## src/rtl/rx_rst_sequencer_pkg.sv

```systemverilog
// Shared types for the receiver reset sequencer: FSM states, reset cause codes
// and the cause priority encoder.
package rx_rst_sequencer_pkg;

  localparam int TIMER_WIDTH = 16;

  typedef enum logic [1:0] {
    ST_IDLE    = 2'd0,
    ST_ASSERT  = 2'd1,
    ST_HOLDOFF = 2'd2
  } state_e;

  typedef enum logic [1:0] {
    CAUSE_NONE = 2'd0,
    CAUSE_DC   = 2'd1,
    CAUSE_LEN  = 2'd2,
    CAUSE_SW   = 2'd3
  } cause_e;

  // Software beats the length trip, which beats the DC trip.
  function automatic cause_e pick_cause(input logic sw, input logic len, input logic dc);
    cause_e c;
    if (sw) begin
      c = CAUSE_SW;
    end else if (len) begin
      c = CAUSE_LEN;
    end else if (dc) begin
      c = CAUSE_DC;
    end else begin
      c = CAUSE_NONE;
    end
    return c;
  endfunction

endpackage

```

## src/rtl/rx_rst_sequencer_if.sv

```systemverilog
// Request/status bundle between the receiver trip logic and the reset sequencer.
interface rx_rst_sequencer_if #(
  parameter int CNT_WIDTH = 16
);
  logic                 enable;
  logic                 req_dc;
  logic                 req_len;
  logic                 sw_rst_req;
  logic                 clr_cnt;
  logic                 rx_rst;
  logic                 busy;
  logic [1:0]           last_cause;
  logic [CNT_WIDTH-1:0] dc_trip_cnt;
  logic [CNT_WIDTH-1:0] len_trip_cnt;
  logic [CNT_WIDTH-1:0] sw_trip_cnt;
  logic [CNT_WIDTH-1:0] suppressed_cnt;

  modport master (
    output enable, req_dc, req_len, sw_rst_req, clr_cnt,
    input  rx_rst, busy, last_cause,
    input  dc_trip_cnt, len_trip_cnt, sw_trip_cnt, suppressed_cnt
  );

  modport slave (
    input  enable, req_dc, req_len, sw_rst_req, clr_cnt,
    output rx_rst, busy, last_cause,
    output dc_trip_cnt, len_trip_cnt, sw_trip_cnt, suppressed_cnt
  );
endinterface

```

## src/rtl/sat_counter.sv

```systemverilog
// Saturating event counter with synchronous clear; clear takes precedence
// over a coincident increment.
module sat_counter #(
  parameter int WIDTH = 16
) (
  input  logic             clk,
  input  logic             rstn,
  input  logic             inc,
  input  logic             clr,
  output logic [WIDTH-1:0] count
);
  localparam logic [WIDTH-1:0] CNT_ONE = WIDTH'(1);
  localparam logic [WIDTH-1:0] CNT_MAX = {WIDTH{1'b1}};

  logic [WIDTH-1:0] count_r;

  // Count register: reset/clear to zero, otherwise increment until all-ones.
  always_ff @(posedge clk) begin
    if (!rstn) begin
      count_r <= '0;
    end else if (clr) begin
      count_r <= '0;
    end else if (inc && (count_r != CNT_MAX)) begin
      count_r <= count_r + CNT_ONE;
    end else begin
      count_r <= count_r;
    end
  end

  assign count = count_r;

endmodule

```

## src/rtl/rx_rst_sequencer.sv

```systemverilog
// Receiver reset sequencer: turns DC/length trips and software requests into a
// fixed-length rx_rst pulse followed by a holdoff window, with event counters.
module rx_rst_sequencer
  import rx_rst_sequencer_pkg::*;
#(
  parameter int RST_LEN     = 8,
  parameter int HOLDOFF_LEN = 64,
  parameter int CNT_WIDTH   = 16
) (
  input logic                clk,
  input logic                rstn,
  rx_rst_sequencer_if.slave  sif
);
  localparam logic [TIMER_WIDTH-1:0] RST_LOAD     = TIMER_WIDTH'(RST_LEN - 1);
  localparam logic [TIMER_WIDTH-1:0] HOLDOFF_LOAD = TIMER_WIDTH'(HOLDOFF_LEN - 1);
  localparam logic [TIMER_WIDTH-1:0] TIMER_ONE    = TIMER_WIDTH'(1);
  localparam logic                   HAS_HOLDOFF  = (HOLDOFF_LEN > 0);

  state_e                 state_r;
  logic [TIMER_WIDTH-1:0] timer_r;
  logic                   rx_rst_r;
  logic                   busy_r;
  cause_e                 last_cause_r;

  logic   hw_dc_s;
  logic   hw_len_s;
  logic   hw_req_s;
  logic   timer_zero_s;
  logic   accept_s;
  logic   suppress_s;
  cause_e cause_s;
  logic   inc_dc_s;
  logic   inc_len_s;
  logic   inc_sw_s;

  assign hw_dc_s      = sif.enable & sif.req_dc;
  assign hw_len_s     = sif.enable & sif.req_len;
  assign hw_req_s     = hw_dc_s | hw_len_s;
  assign timer_zero_s = (timer_r == '0);
  assign cause_s      = pick_cause(sif.sw_rst_req, hw_len_s, hw_dc_s);

  // Acceptance and suppression decode. The last holdoff cycle is not counted
  // as suppressed: a request still present there is taken on the next edge.
  always_comb begin
    accept_s   = 1'b0;
    suppress_s = 1'b0;
    case (state_r)
      ST_IDLE: begin
        accept_s = hw_req_s | sif.sw_rst_req;
      end
      ST_ASSERT: begin
        suppress_s = hw_req_s & ~sif.sw_rst_req;
      end
      ST_HOLDOFF: begin
        accept_s   = sif.sw_rst_req;
        suppress_s = hw_req_s & ~sif.sw_rst_req & ~timer_zero_s;
      end
      default: begin
        accept_s   = 1'b0;
        suppress_s = 1'b0;
      end
    endcase
  end

  assign inc_dc_s  = accept_s & (cause_s == CAUSE_DC);
  assign inc_len_s = accept_s & (cause_s == CAUSE_LEN);
  assign inc_sw_s  = accept_s & (cause_s == CAUSE_SW);

  // Sequencer FSM with one shared down-timer and registered rx_rst/busy/cause.
  always_ff @(posedge clk) begin
    if (!rstn) begin
      state_r      <= ST_IDLE;
      timer_r      <= '0;
      rx_rst_r     <= 1'b0;
      busy_r       <= 1'b0;
      last_cause_r <= CAUSE_NONE;
    end else if (accept_s) begin
      state_r      <= ST_ASSERT;
      timer_r      <= RST_LOAD;
      rx_rst_r     <= 1'b1;
      busy_r       <= 1'b1;
      last_cause_r <= cause_s;
    end else begin
      case (state_r)
        ST_IDLE: begin
          timer_r  <= '0;
          rx_rst_r <= 1'b0;
          busy_r   <= 1'b0;
        end
        ST_ASSERT: begin
          if (timer_zero_s) begin
            rx_rst_r <= 1'b0;
            if (HAS_HOLDOFF) begin
              state_r <= ST_HOLDOFF;
              timer_r <= HOLDOFF_LOAD;
              busy_r  <= 1'b1;
            end else begin
              state_r <= ST_IDLE;
              timer_r <= '0;
              busy_r  <= 1'b0;
            end
          end else begin
            timer_r <= timer_r - TIMER_ONE;
          end
        end
        ST_HOLDOFF: begin
          if (timer_zero_s) begin
            state_r <= ST_IDLE;
            busy_r  <= 1'b0;
          end else begin
            timer_r <= timer_r - TIMER_ONE;
          end
        end
        default: begin
          state_r  <= ST_IDLE;
          timer_r  <= '0;
          rx_rst_r <= 1'b0;
          busy_r   <= 1'b0;
        end
      endcase
    end
  end

  assign sif.rx_rst     = rx_rst_r;
  assign sif.busy       = busy_r;
  assign sif.last_cause = last_cause_r;

  sat_counter #(.WIDTH(CNT_WIDTH)) u_dc_cnt (
    .clk(clk), .rstn(rstn), .inc(inc_dc_s), .clr(sif.clr_cnt), .count(sif.dc_trip_cnt)
  );
  sat_counter #(.WIDTH(CNT_WIDTH)) u_len_cnt (
    .clk(clk), .rstn(rstn), .inc(inc_len_s), .clr(sif.clr_cnt), .count(sif.len_trip_cnt)
  );
  sat_counter #(.WIDTH(CNT_WIDTH)) u_sw_cnt (
    .clk(clk), .rstn(rstn), .inc(inc_sw_s), .clr(sif.clr_cnt), .count(sif.sw_trip_cnt)
  );
  sat_counter #(.WIDTH(CNT_WIDTH)) u_sup_cnt (
    .clk(clk), .rstn(rstn), .inc(suppress_s), .clr(sif.clr_cnt), .count(sif.suppressed_cnt)
  );

endmodule

```

## src/flat_wrapper.sv

```systemverilog
// flat-port wrapper written by rule: the top's interface ports become plain ports
module rx_rst_sequencer_flat import rx_rst_sequencer_pkg::*;
#(
  parameter int RST_LEN     = 8,
  parameter int HOLDOFF_LEN = 64,
  parameter int CNT_WIDTH   = 16
)
  (clk, rstn, sif_enable, sif_req_dc, sif_req_len, sif_sw_rst_req, sif_clr_cnt, sif_rx_rst, sif_busy, sif_last_cause, sif_dc_trip_cnt, sif_len_trip_cnt, sif_sw_trip_cnt, sif_suppressed_cnt);
  rx_rst_sequencer_if #(.CNT_WIDTH(CNT_WIDTH)) sif_i ();
  input logic clk;
  input logic rstn;
  input wire logic [$bits(sif_i.enable)-1:0] sif_enable;
  input wire logic [$bits(sif_i.req_dc)-1:0] sif_req_dc;
  input wire logic [$bits(sif_i.req_len)-1:0] sif_req_len;
  input wire logic [$bits(sif_i.sw_rst_req)-1:0] sif_sw_rst_req;
  input wire logic [$bits(sif_i.clr_cnt)-1:0] sif_clr_cnt;
  output wire logic [$bits(sif_i.rx_rst)-1:0] sif_rx_rst;
  output wire logic [$bits(sif_i.busy)-1:0] sif_busy;
  output wire logic [$bits(sif_i.last_cause)-1:0] sif_last_cause;
  output wire logic [$bits(sif_i.dc_trip_cnt)-1:0] sif_dc_trip_cnt;
  output wire logic [$bits(sif_i.len_trip_cnt)-1:0] sif_len_trip_cnt;
  output wire logic [$bits(sif_i.sw_trip_cnt)-1:0] sif_sw_trip_cnt;
  output wire logic [$bits(sif_i.suppressed_cnt)-1:0] sif_suppressed_cnt;
  assign sif_i.enable = sif_enable;
  assign sif_i.req_dc = sif_req_dc;
  assign sif_i.req_len = sif_req_len;
  assign sif_i.sw_rst_req = sif_sw_rst_req;
  assign sif_i.clr_cnt = sif_clr_cnt;
  assign sif_rx_rst = sif_i.rx_rst;
  assign sif_busy = sif_i.busy;
  assign sif_last_cause = sif_i.last_cause;
  assign sif_dc_trip_cnt = sif_i.dc_trip_cnt;
  assign sif_len_trip_cnt = sif_i.len_trip_cnt;
  assign sif_sw_trip_cnt = sif_i.sw_trip_cnt;
  assign sif_suppressed_cnt = sif_i.suppressed_cnt;
  rx_rst_sequencer #(.RST_LEN(RST_LEN), .HOLDOFF_LEN(HOLDOFF_LEN), .CNT_WIDTH(CNT_WIDTH)) u_core (.clk(clk), .rstn(rstn), .sif(sif_i));
endmodule
```

## config.mk

```make
export PLATFORM = sky130hd
export DESIGN_NAME = rx_rst_sequencer_flat
export DESIGN_NICKNAME = d
export VERILOG_FILES = /design/src/rtl/rx_rst_sequencer_pkg.sv /design/src/rtl/rx_rst_sequencer_if.sv /design/src/rtl/sat_counter.sv /design/src/rtl/rx_rst_sequencer.sv /design/src/flat_wrapper.sv
export SDC_FILE = /design/constraint.sdc
export NUM_CORES = 1
export LEC_CHECK = 0
export ABC_AREA = 1
export BUFFER_PORTS_ARGS = -buffer_cell sky130_fd_sc_hd__buf_2
export CAP_MARGIN = 30
export CORE_UTILIZATION = 50
export DETAILED_ROUTE_END_ITERATION = 10
export PLACE_DENSITY = 0.67
export SLEW_MARGIN = 10
export SYNTH_ARGS = -nofsm -noshare
export SYNTH_HDL_FRONTEND = slang
export SYNTH_HIERARCHICAL = 1
export SYNTH_SLANG_ARGS = --single-unit
export TNS_END_PERCENT = 30
```

## constraint.sdc

```tcl
create_clock -name clk -period 2.5 [get_ports clk]
set_input_delay 0.5 -clock clk [delete_from_list [all_inputs] [get_ports clk]]
set_output_delay 0.5 -clock clk [all_outputs]
set_load 0.01 [all_outputs]
```

Yosys cells after proc, flatten, opt, wreduce, memory -nomap -nowiden
Index checks and enable logic that the tools add are counted.
{ "word_totals": {"reg_bits": 86, "latch_bits": 0, "mem_bits_rw": 0, "mem_bits_ro": 0, "in_bits": 7, "output_inout_bits": 68, "wordCells": 77, "mem_count": 0} }
{ "op_classes": {"add_sub_neg": 5, "mul": 0, "div_mod_pow": 0, "n_lt_le_gt_ge": 0, "n_eq_ne": 17, "n_shift": 0, "muxes": 19, "bitwise_logic": 13, "n_reduce_logical": 12} }
{ "ops": {"columns": ["cell", "n"], "rows": [
  ["$add A16 B1 Y16 const B", 4],
  ["$ne A16 B16 Y1 const B", 4],
  ["$mux W16", 2],
  ["$pmux W16 S2", 1],
  ["$logic_not A16 Y1", 1],
  ["$sub A16 B1 Y16 const B", 1],
  ["$mux W2", 4],
  ["$ne A2 B1 Y1 const B", 4],
  ["$pmux W1 S2", 4],
  ["$and A1 B1 Y1", 7],
  ["$eq A2 B2 Y1 const B", 3],
  ["$mux W1", 6],
  ["$ne A3 B1 Y1 const B", 2],
  ["$pmux W2 S3", 1],
  ["$reduce_and A3 Y1", 2],
  ["$eq A2 B1 Y1 const B", 2],
  ["$logic_and A1 B1 Y1", 4],
  ["$not A1 Y1", 4],
  ["$reduce_and A2 Y1", 2],
  ["$reduce_or A2 Y1", 2],
  ["$mux W3", 1],
  ["$ne A3 B3 Y1 const B", 1],
  ["$logic_not A2 Y1", 1],
  ["$ne A2 B2 Y1 const B", 1],
  ["$or A1 B1 Y1", 2]
]} }

Depth between registers and ports, before layout
{ "logic_depth": {"word_depth": 7, "ltp_mapped": 16, "depth_no_buf": 16} }

Modules after synthesis
The synthesis kept the hierarchy.
{ "by_module_without_submodules": {"columns": ["mod", "n_inst", "cells_per_inst", "area_each_um2", "seq_area_each_um2"], "rows": [
  ["sat_counter", 4, 153, 910.9, 320.3],
  ["rx_rst_sequencer", 1, 222, 1443.9, 440.4]
]} }

Worst setup path before layout
Ideal clock, no wire load.
{ "synth_timing": {"path_kind": "register -> register", "start": "reg u_core.timer_r[0]", "end": "reg u_core.u_sup_cnt.count_r[8], in the netlist u_core/u_sup_cnt/count[8]", "setup_time_ps": 113, "t_arrival_ps": 1831, "t_required_ps": 2387, "slack_ps": 556, "path_stages_with_launch": 17, "n_path_buf": 0, "synth_period_minus_slack_ps": 1944, "path_cell_list": "dfxtp_1 > inv_1 > ha_1 > nand2_1 > nor2_1 > nand2_1 > a21oi_1 > a211oi_1 > nand2_1 > inv_1 > nand2_1 > inv_1 > nand2_1 > nor2_1 > nand2_1 > nand2_1 > nor2_1"} }
{ "synth_via": {"elab_chain_cells": 5} }
{ "synth_rtl": {"columns": ["element", "line", "rtl"], "rows": [
  ["from (decl)", "rx_rst_sequencer.sv:20", "logic [TIMER_WIDTH-1:0] timer_r;"],
  ["from (signal assigned)", "rx_rst_sequencer.sv:103", "timer_r <= timer_r - TIMER_ONE;"],
  ["from (signal assigned)", "rx_rst_sequencer.sv:111", "timer_r <= timer_r - TIMER_ONE;"],
  ["$logic_not A16 Y1", "rx_rst_sequencer.sv:39", "assign timer_zero_s = (timer_r == '0);"],
  ["$not A1 Y1", "rx_rst_sequencer.sv:56", "suppress_s = hw_req_s & ~sif.sw_rst_req & ~timer_zero_s;"],
  ["$and A1 B1 Y1", "rx_rst_sequencer.sv:56", null],
  ["$pmux W1 S2", "rx_rst_sequencer.sv:47", "case (state_r)"],
  ["named net u_core.suppress_s", "rx_rst_sequencer.sv:30", "logic suppress_s;"],
  ["$logic_and A1 B1 Y1", "sat_counter.sv:23", "end else if (inc && (count_r != CNT_MAX)) begin"],
  ["to (signal assigned)", "sat_counter.sv:24", "count_r <= count_r + CNT_ONE;"],
  ["to (signal assigned)", "sat_counter.sv:26", "count_r <= count_r;"],
  ["to (decl)", "sat_counter.sv:15", "logic [WIDTH-1:0] count_r;"]
]} }
The timed path passes the listed nets, and every way through them passes these cells.
A chain may end at the register's enable or synchronous reset.

Final worst setup path
{ "layout_timing": {"start": "reg u_core.state_r[0]", "end": "reg u_core.u_dc_cnt.count_r[8], in the netlist u_core/u_dc_cnt/count[8]"} }
{ "layout_via": {"elab_chain_cells": 4, "elab_cells_between_ends": 5, "cone_classes": "1 x eq/ne; 1 x mux; 1 x bitwise; 2 x reduce/logical"} }
{ "layout_rtl": {"columns": ["element", "line", "rtl"], "rows": [
  ["from (decl)", "rx_rst_sequencer.sv:19", "state_e state_r;"],
  ["from (signal assigned)", "rx_rst_sequencer.sv:72", "state_r <= ST_IDLE;"],
  ["from (signal assigned)", "rx_rst_sequencer.sv:78", "state_r <= ST_ASSERT;"],
  ["from (signal assigned)", "rx_rst_sequencer.sv:94", "state_r <= ST_HOLDOFF;"],
  ["$eq A2 B2 Y1 / $logic_not A2 Y1 (equally long branches)", "rx_rst_sequencer.sv:47", null],
  ["$pmux W1 S2 (*)", "rx_rst_sequencer.sv:47", null],
  ["$and A1 B1 Y1 (*)", "rx_rst_sequencer.sv:65", "assign inc_dc_s = accept_s & (cause_s == CAUSE_DC);"],
  ["named net u_core.inc_dc_s", "rx_rst_sequencer.sv:32", "logic inc_dc_s;"],
  ["$logic_and A1 B1 Y1 (*)", "sat_counter.sv:23", null],
  ["to (signal assigned)", "sat_counter.sv:24", null],
  ["to (signal assigned)", "sat_counter.sv:26", null],
  ["to (decl)", "sat_counter.sv:15", null]
]} }
Mark *: on every way through the listed nets, which the timed path passes. The rest lies on a longest branch.

==> parameters.txt <==
Parameter                              Value

Outcome
  Result of the run ... finished clean

Die
  Chip Width ... 102.9 µm
  Die footprint ... 10580 µm²
  Placement Rows ... 36
  Height of the chip ... 102.9 µm
  Effective utilization at floorplan ... 51.81%
  Core Region ... 9819 µm²
  Top-level I/O count ... 75

Drt
  Residual DRC ... 0
  Average routed wire per standard cell ... 11.58 µm
  Via count normalized by instance count ... 5.068
  Vias after detailed routing ... 5342
  1st-iter DRT viols ... 161
  TritonRoute pass-1 iters ... 5
  Total wirelength of the detailed-routed design ... 12.20 mm
  Detail Route Antenna Nets ... 0

Clock tree
  TritonCTS clock tree ... done
  CTS HTree Levels ... 3
  Clock root cell ... clkbuf_8
  Clock net sink count ... 86
  Maximum clock insertion buffer count ... 2
  Clk pin slew, worst setup/hold paths ... 80 ps
  Skew-Pair Late Insertion Delay ... 360 ps
  Setup Fix Bufs, Post-CTS ... 0
  Num CTS Buffers ... 9

Critical path
  Critical path class ... reg -> reg
  Instance count on the critical path ... 15
  CP top delay family ... simple AND/OR/NAND/NOR gates
  Launching element type of the critical path ... flop
  Depth of the worst register-to-register path ... 15
  Worst Path Arrival ... 2430 ps
  Slowest cell delay on critical path ... 330 ps
  Most numerous cell on the critical path ... nand2_1
  Max FO, Critical Path ... 5
  Kind of end point of the critical path ... flop
  Ordered list of cells on the worst path ... inv_1 > ha_1 > nand2_1 > nand2_1 > nand2_1 > nor2_1 > nand2_1 > inv_1 > nand2_1 > inv_1 > nand2_1 > nor2_1 > nand2_1 > nand2_1 > nor2_1
  Number of buffers and inverters on the critical path ... 3
  CP max stage cell ... dfxtp_1
  Worst endpoint required time ... 2760 ps

GRT
  Number of antenna violations at the first check in global routing ... 0
  Vias in the first global route ... 4649
  GRT Util Overall ... 23.75%
  Total gr overflow ... 0
  First-pass GRT wire length ... 19.97 mm
  Largest net degree at the start of global routing ... 16

Synth
  Top FF cell, synth ... dfxtp_1
  Warnings from Yosys ... 6
  Total nets after synthesis ... 850
  Total of flip-flops plus latches after synthesis ... 86
  Proportion of register bits with asynchronous set or reset after synthesis ... 0%
  Sequential fraction of the synthesis area ... 33.84%
  Count of flip-flops with a built-in enable after synthesis ... 0
  Synth Instances ... 834
  Synthesized area per cell ... 6.100 µm²
  Number of library cell types mapped by synthesis ... 25
  Synthesized area ... 5087 µm²

Power and ir drop
  Switching power share of the total ... 30.42%
  Total chip power ... 2.930 mW
  Int Pwr ... 2.039 mW
  Worst ir drop on vdd ... 247.9 µV
  Sequential share of power ... 48.7%
  Lkg Pwr ... 2.354 nW
  Fraction of power consumed by the clock network ... 31.8%
  Proportion of power drawn by combinational gates ... 19.5%
  Ratio of total power to cell area ... 503.5 nW/µm²
  P_sw ... 891.2 µW

Timing
  Achievable clock frequency ... 0.4604 GHz
  Pins over their slew limit ... 0
  Worst setup skew after layout ... 4.953 ps
  Setup repair after global routing missed its margin ... no
  Final count of negative-setup-slack endpoints ... 0
  Max-slew headroom ... 73.11%
  Worst hold slack across all endpoints ... 466.0 ps
  Period utilization ... 86.87%
  Sum Neg Setup Slack ... 0 ps
  Worst-Margin Slew ... 401.8 ps
  Number of hold violations in the final report ... 0
  Final critical path time including I/O delays and setup ... 2172 ps

Final layout
  Post-route core utilization ... 59.26%
  Antenna diode count ... 0
  Net count of the finished layout ... 932
  Area delta synth->final ... 14.39%
  Filler cell count in the final layout ... 1031
  Area occupied by multi-input gates ... 2992 µm²
  Seq. cell area ... 1722 µm²
  Share of cells above drive strength 1 ... 15.09%

Worst hold path
  Cell depth of the worst min-delay path ... 2
  Kind of path behind the tightest hold check ... reg -> reg

Place
  Routability congestion estimate ... 0.8917
  Port Buffer Count ... 74
  Detailed placement HPWL ... 9.327 mm

Run
  Number of max-cap violations ... 0
## power groups by stage
| stage | Clock, mW | Sequential [mW] | Combinational (mW) |
|---|---|---|---|
| floorplan | 0 | 1.46 | 0.435 |
| global placement | 0 | 1.46 | 0.557 |
| detailed placement | 0 | 1.46 | 0.568 |
| CTS | 0.966 | 1.43 | 0.571 |
| global route | 1.04 | 1.43 | 0.654 |
| finish | 0.933 | 1.43 | 0.571 |
## cell type report
class,instances,share of cell area (%)
Inverter,82,5.289
Clock inverter,3,0.3010
Clock buffer,13,2.903
Tap cell,133,2.860
Sequential cell,86,29.59
Multi-Input combinational cell,653,51.41
Timing Repair Buffer,84,7.654
## flip-flops by register name (all words and copies together) (netlist names)
register	flops
u_core/timer_r	16
u_core/u_sup_cnt/count	16
u_core/state_r	2
u_core/u_dc_cnt/count	16
u_core/sif.last_cause	2
u_core/sif.rx_rst	1
u_core/u_len_cnt/count	16
u_core/sif.busy	1
u_core/u_sw_cnt/count	16
## worst min-delay path, cell delays in order, from the launching register on
cell	delay, ps
dfxtp_1	330
nand2_1	50
o21ai_0	60
## worst paths after layout
check                                                            from  slack [ps]                                     to
worst max-delay path                   u_core/state_r[0]$_SDFFE_PN0P_         330  u_core/u_dc_cnt/count[8]$_SDFFE_PP0P_
worst min-delay path            u_core/sif.last_cause[1]$_SDFFE_PN0P_         470  u_core/sif.last_cause[1]$_SDFFE_PN0P_
worst max register to register         u_core/state_r[0]$_SDFFE_PN0P_         330  u_core/u_dc_cnt/count[8]$_SDFFE_PP0P_
worst min register to register  u_core/sif.last_cause[1]$_SDFFE_PN0P_         470  u_core/sif.last_cause[1]$_SDFFE_PN0P_
## synthesized netlist by cell type, types with 4 or more instances
cell | n | area share, %
a21oi_1 | 58 | 5.7
buf_2 | 12 | 1.2
dfxtp_1 | 86 | 34
ha_1 | 9 | 2.2
inv_1 | 80 | 5.9
nand2_1 | 216 | 16
nand2_2 | 10 | 1.2
nand3_1 | 72 | 7.1
nand3b_1 | 9 | 1.3
nand4_1 | 17 | 2.1
nor2_1 | 198 | 15
nor2_2 | 18 | 2.2
nor2_4 | 4 | 0.89
nor3_1 | 4 | 0.39
o21ai_0 | 21 | 2.1
o21ai_1 | 4 | 0.39
xor2_1 | 4 | 0.69
## cells by family (layout without fill, tap and decap cells)
kind of cell    count (synthesis)  count (layout)  share of synthesized area (%)
simple gates                  555             555                          47.34
buf+inv                        95             182                          7.452
flops                          86              86                          33.84
compound gates                 85              85                          8.461
fa+ha+maj                       9               9                          2.214
xor+xnor                        4               4                         0.6886
## cells in the final DEF (no fill, tap or decap), types with 3 or more instances in the layout
cell      count
inv_1        80
clkbuf_8     12
buf_2        74
o21ai_1       4
o21ai_0      21
a21oi_1      58
ha_1          9
nand4_1      17
nand3_1      72
nand2_2      10
nor2_1      198
nand3b_1      9
nor3_1        4
nand2_1     216
dfxtp_1      86
nand3_2       3
xor2_1        4
nor2_4        4
nor2_2       18
buf_4        10
## routing by layer
metal	GRT usage (%)	vias to the layer above	wire (µm)
li1	-	2823	-
met4	9.101	0	258
met1	28.66	2407	5695
met3	5.424	21	477
met2	41.03	91	5771
met5	0	-	0
## through the flow
stage | instance area (µm²) | cells | worst slack, ps
floorplan | 5087 | 834 | 556.4
global placement | 5628 | 1038 | 321.0
detailed placement | 5628 | 1038 | 239.8
CTS | 5814 | 1054 | 292.9
global route | 5819 | 1054 | 45.58
finish | 5819 | 1054 | 328.2
## what timing repair did
| action | CTS | global route |
|---|---|---|
| endpoints found under the setup margin | 0 | 1 |
| hold buffers | 0 | 0 |
| resized for setup | 0 | 1 |
Note: power is estimated with default switching activity, not from simulation.
